File: src/rtl/univ_shift_reg.sv
// Universal shift register with true/complement outputs and a word counter.
//
// Supports hold, parallel load, logical shift left/right, arithmetic shift right,
// rotate left/right and clear. A shift counter (modulo WIDTH) flags every completed
// word with a one-cycle registered pulse, so the block can serve directly as a
// serializer or deserializer.
//
// Ports:
//   clk        rising-edge clock
//   rst_n      asynchronous active-low reset
//   en         operation enable; low forces hold
//   mode       operation select (HOLD/LOAD/SHL/SHR/ASR/ROL/ROR/CLEAR)
//   D          parallel load data
//   si_l       serial input entering at bit 0 on shift-left
//   si_r       serial input entering at bit WIDTH-1 on shift-right
//   Q          registered contents
//   nQ         bitwise complement of Q
//   so_l       Q[WIDTH-1]
//   so_r       Q[0]
//   cnt        shift/rotate operations since last load/clear, modulo WIDTH
//   word_done  one-cycle pulse after the WIDTH-th shift
module univ_shift_reg #(
   parameter int unsigned       WIDTH     = 8,
   parameter logic [WIDTH-1:0]  RESET_VAL = '0,
   parameter int unsigned       CNT_W     = $clog2(WIDTH)
) (
   input  logic              clk,
   input  logic              rst_n,
   input  logic              en,
   input  logic [2:0]        mode,
   input  logic [WIDTH-1:0]  D,
   input  logic              si_l,
   input  logic              si_r,
   output logic [WIDTH-1:0]  Q,
   output logic [WIDTH-1:0]  nQ,
   output logic              so_l,
   output logic              so_r,
   output logic [CNT_W-1:0]  cnt,
   output logic              word_done
);

   typedef enum logic [2:0] {
      ModeHold  = 3'b000,
      ModeLoad  = 3'b001,
      ModeShl   = 3'b010,
      ModeShr   = 3'b011,
      ModeAsr   = 3'b100,
      ModeRol   = 3'b101,
      ModeRor   = 3'b110,
      ModeClear = 3'b111
   } mode_e;

   // Counter wraps at WIDTH, not at 2^CNT_W, so non-power-of-two widths work.
   localparam logic [CNT_W-1:0] CntLast = CNT_W'(WIDTH - 1);

   logic [WIDTH-1:0] r_q;
   logic [CNT_W-1:0] r_cnt;
   logic             r_done;

   logic [WIDTH-1:0] w_q_d;
   logic [CNT_W-1:0] w_cnt_d;
   logic             w_done_d;
   logic             w_shift;
   mode_e            w_mode;

   assign w_mode = mode_e'(mode);

   always_comb begin
      w_q_d    = r_q;
      w_cnt_d  = r_cnt;
      w_done_d = 1'b0;
      w_shift  = 1'b0;

      if (en) begin
         case (w_mode)
            ModeHold: ;
            ModeLoad: begin
               w_q_d   = D;
               w_cnt_d = '0;
            end
            ModeShl: begin
               w_q_d   = {r_q[WIDTH-2:0], si_l};
               w_shift = 1'b1;
            end
            ModeShr: begin
               w_q_d   = {si_r, r_q[WIDTH-1:1]};
               w_shift = 1'b1;
            end
            ModeAsr: begin
               w_q_d   = {r_q[WIDTH-1], r_q[WIDTH-1:1]};
               w_shift = 1'b1;
            end
            ModeRol: begin
               w_q_d   = {r_q[WIDTH-2:0], r_q[WIDTH-1]};
               w_shift = 1'b1;
            end
            ModeRor: begin
               w_q_d   = {r_q[0], r_q[WIDTH-1:1]};
               w_shift = 1'b1;
            end
            ModeClear: begin
               w_q_d   = RESET_VAL;
               w_cnt_d = '0;
            end
            default: ;
         endcase

         // All shift-class modes share one counter, whatever their mix.
         if (w_shift) begin
            if (r_cnt == CntLast) begin
               w_cnt_d  = '0;
               w_done_d = 1'b1;
            end else begin
               w_cnt_d = r_cnt + CNT_W'(1);
            end
         end
      end
   end

   always_ff @(posedge clk or negedge rst_n) begin
      if (!rst_n) begin
         r_q    <= RESET_VAL;
         r_cnt  <= '0;
         r_done <= 1'b0;
      end else begin
         r_q    <= w_q_d;
         r_cnt  <= w_cnt_d;
         r_done <= w_done_d;
      end
   end

   assign Q         = r_q;
   assign nQ        = ~r_q;
   assign so_l      = r_q[WIDTH-1];
   assign so_r      = r_q[0];
   assign cnt       = r_cnt;
   assign word_done = r_done;

endmodule

File: config.mk
export PLATFORM = sky130hd
export DESIGN_NAME = univ_shift_reg
export DESIGN_NICKNAME = d
export VERILOG_FILES = /design/src/rtl/univ_shift_reg.sv
export SDC_FILE = /design/constraint.sdc
export NUM_CORES = 1
export LEC_CHECK = 0
export ABC_AREA = 1
export BUFFER_PORTS_ARGS = -buffer_cell sky130_fd_sc_hd__buf_4
export CAP_MARGIN = 30
export CORE_MARGIN = 4
export CORE_UTILIZATION = 52
export CTS_BUF_LIST = sky130_fd_sc_hd__clkbuf_4
export DETAILED_ROUTE_END_ITERATION = 16
export GPL_ROUTABILITY_DRIVEN = 0
export HOLD_SLACK_MARGIN = 0.1
export PLACE_DENSITY = 0.87
export SLEW_MARGIN = 25
export SYNTH_ARGS = -nofsm -noshare
export SYNTH_HDL_FRONTEND = slang
export SYNTH_SLANG_ARGS = --single-unit
File: constraint.sdc
create_clock -name clk -period 3 [get_ports clk]
set_input_delay 0.6 -clock clk [delete_from_list [all_inputs] [get_ports clk]]
set_output_delay 0.6 -clock clk [all_outputs]
set_load 0.01 [all_outputs]
==> impl_results.rst <==
.. list-table::
   :header-rows: 1

   * - Metric
     - Value
   * - Post-synthesis cell type count
     - 20
   * - Detailed Route Iter0 Violations
     - 32
   * - Pins Over Slew Limit
     - 0
   * - Count of input and output buffers
     - 37
   * - Layout net count
     - 177
   * - Wire length of the first global-routing pass
     - 3940 um
   * - Vias after detailed routing
     - 942
   * - Worst-path maximum fanout
     - 6
   * - Min cycle time layout
     - 1.54 ns
   * - Number of filler instances in the final layout
     - 123
   * - Maximum ir drop on the vdd rail
     - 343 uV
   * - Area of the mapped netlist
     - 857 sq um
   * - Final ANT Viol Nets
     - 0
   * - Largest net degree at the start of global routing
     - 16
   * - Worst slew margin relative to its limit
     - 75.2%
   * - Area fraction in and, or, nand and nor cells after synthesis
     - 43.4%
   * - Syn_area_per_cell
     - 7.08 sq um
   * - Avg WL per Cell
     - 13.1 um
   * - Antenna violations before repair
     - 0
   * - Clock transition at the registers of the reported paths
     - 0.08 ns
   * - Clock buffers created by TritonCTS
     - 3
   * - Hold violation count in the final report
     - 0
   * - Number of placement rows
     - 14
   * - CTS tree
     - built
   * - Clk sink count
     - 12
   * - Net count after synthesis
     - 140
   * - Number of cells produced by synthesis
     - 121
   * - Clock insertion delay at the later pin of the skew report
     - 0.28 ns
   * - Number of DRC violations after detailed routing
     - 0
   * - Sequential cell area fraction in the yosys report
     - 35.0%
   * - Maximum root-to-sink buffer count
     - 2
   * - Maximum level of the CTS H-tree
     - 1
   * - Leakage dissipation
     - 0.000638 uW
   * - Crit path launch type
     - register
   * - Post-synthesis mux area share
     - 0%
   * - Register bit count reported by yosys
     - 12
   * - Clock Root Buffer
     - clkbuf_4
   * - Post-Route Skew
     - 0.00231 ns
   * - Die height
     - 48.6 um
   * - Proportion of layout cells with a drive suffix above 1
     - 35.0%
   * - Post CTS Setup Buffer Count
     - 0
   * - Number of antenna cells inserted
     - 0
   * - Setup Total Neg Slack
     - 0 ns
   * - Critical Path Sink Type
     - output pin
   * - Unrepaired setup endpoints after global routing
     - false
   * - Ys Warns
     - 0
   * - Num ports
     - 38
   * - Count of cells along the worst register-to-register path
     - 5
   * - Util after Layout
     - 74.7%
   * - Share of the synthesized area in compound gates (AO/OA/AOI/OAI)
     - 4.23%
   * - Worst reg2reg path endpoint
     - cnt[0]$_DFFE_PN0P_
   * - Final count of negative-setup-slack endpoints
     - 0
   * - Max-cap violation count
     - 0
   * - Worst min-delay path class
     - input port to asynchronous set/reset pin
   * - Xor-xnor portion of the synthesized cell area
     - 0%
   * - P per Cell Area
     - 582 nW/um^2
   * - Max Fclk
     - 650 MHz
   * - Data required time of the worst path
     - 2.40 ns
   * - Routed wire length
     - 2260 um
   * - RR Startpoint
     - cnt[0]$_DFFE_PN0P_
   * - Worst Max-Slew Pin Slew
     - 0.372 ns
   * - Result of the run
     - complete, no violations
   * - Total grt overflow
     - 0
   * - First-pass detailed-route iteration total
     - 4
   * - Vias in the first global route
     - 869
   * - Overall die width
     - 48.6 um
   * - Syn-to-layout area delta
     - 32.8%
   * - Core region area
     - 1520 sq um
   * - Count of hold buffers inserted by post-cts repair
     - 0
   * - Global router's overall resource usage
     - 20.4%
   * - Vias per cell
     - 5.45
   * - Adder-cell share of the synthesized area
     - 4.38%
   * - Number of resized instances in the post-cts repair step
     - 0
   * - Combinational family with the most area after synthesis
     - simple AND/OR/NAND/NOR gates
   * - Area of the die
     - 2360 sq um
   * - Effective utilization at floorplan
     - 56.2%
   * - Arrival time of the worst setup path
     - 0.94 ns
   * - Final period util
     - 51.3%
   * - DP Wirelength
     - 1720 um
   * - Start-to-end type of the worst setup path
     - register to output pin
   * - Setup slack, reg-to-reg
     - 1.87 ns
## final cells by class
class,count,area (sq um),area share (%)
Clock buffer,3,22.5,1.98
Inverter,17,68.8,6.04
Multi-Input combinational cell,87,445,39.1
Clock inverter,1,3.75,0.330
Sequential cell,12,300,26.4
Timing Repair Buffer,37,278,24.4
Tap cell,16,20.0,1.76
## state kept, by name, indices dropped and copies added, names as in the netlist
register   flops
cnt            3
word_done      1
Q              8
## synth_stat cells (all sizes together)
master  count  area share (%)
nor2        5             2.2
nand3      25              15
o21ai       1            0.58
inv        17             8.0
a22oi       1            0.88
dfrtp      12              35
nand2      38              19
buf         5             5.0
or2         6             4.4
nand4       4             2.9
a21oi       4             2.8
ha          3             4.4
## layout by cell type, fill, tap and decap left out
cell	n
nand2_4	2
nand3_2	1
ha_1	3
or2_2	6
dfrtp_1	12
clkinv_1	1
clkbuf_4	3
inv_2	3
a21oi_2	1
a21oi_1	3
nand4_1	4
inv_6	1
nand2_1	35
nand2_2	1
nor2_1	5
buf_4	37
nand3_1	24
a22oi_1	1
inv_1	13
o21ai_0	1
## through the flow
step | total power, uW | setup slack (ns) | hold WS, ns | cells | area (sq um)
after floorplan | 407 | 1.34 | 0.304 | 121 | 857
final | 663 | 1.46 | 0.143 | 173 | 1140
after global routing | 722 | 1.38 | 0.152 | 173 | 1140
after CTS | 669 | 1.46 | 0.155 | 173 | 1140
after global placement | 552 | 1.28 | 0.448 | 169 | 1110
after detailed placement | 560 | 1.20 | 0.454 | 169 | 1110
## cell families after synthesis
| group | after synthesis |
|---|---|
| buffers and inverters | 22 |
| AND/OR/NAND/NOR | 78 |
| AO/OA/AOI/OAI | 6 |
| flip-flops | 12 |
| adder cells (fa/ha/maj) | 3 |
## worst max-delay path, cell delays in order, from the launching register on
cell,delay (ns)
dfrtp_1,0.46
inv_1,0.06
buf_4,0.14
## worst max path at each step
stage | from | end | slack [ns] | cells after the start
final | Q[0]$_DFFE_PN0P_ | nQ[0] | 1.46 | 2
after global routing | mode[2] | Q[4]$_DFFE_PN0P_ | 1.38 | 7
after CTS | Q[0]$_DFFE_PN0P_ | nQ[0] | 1.46 | 2
after detailed placement | mode[2] | Q[4]$_DFFE_PN0P_ | 1.20 | 7
after global placement | mode[2] | Q[4]$_DFFE_PN0P_ | 1.28 | 7
after floorplan | mode[2] | Q[5]$_DFFE_PN0P_ | 1.34 | 8
## where the power goes
part	internal, uW	switching [uW]
clock network	48.2	61.3
registers	204	50.0
logic	151	148
total	403	260
## metal layers
layer | up-vias | share of wire (%) | global-route usage, %
met3 | 8 | 8.3 | 4.60
met2 | 50 | 51 | 34.1
met5 | - | 0 | 0
li1 | 462 | - | -
met4 | 0 | 2.6 | 6.28
met1 | 422 | 38 | 25.9
Note: power is estimated with default switching activity, not from simulation.
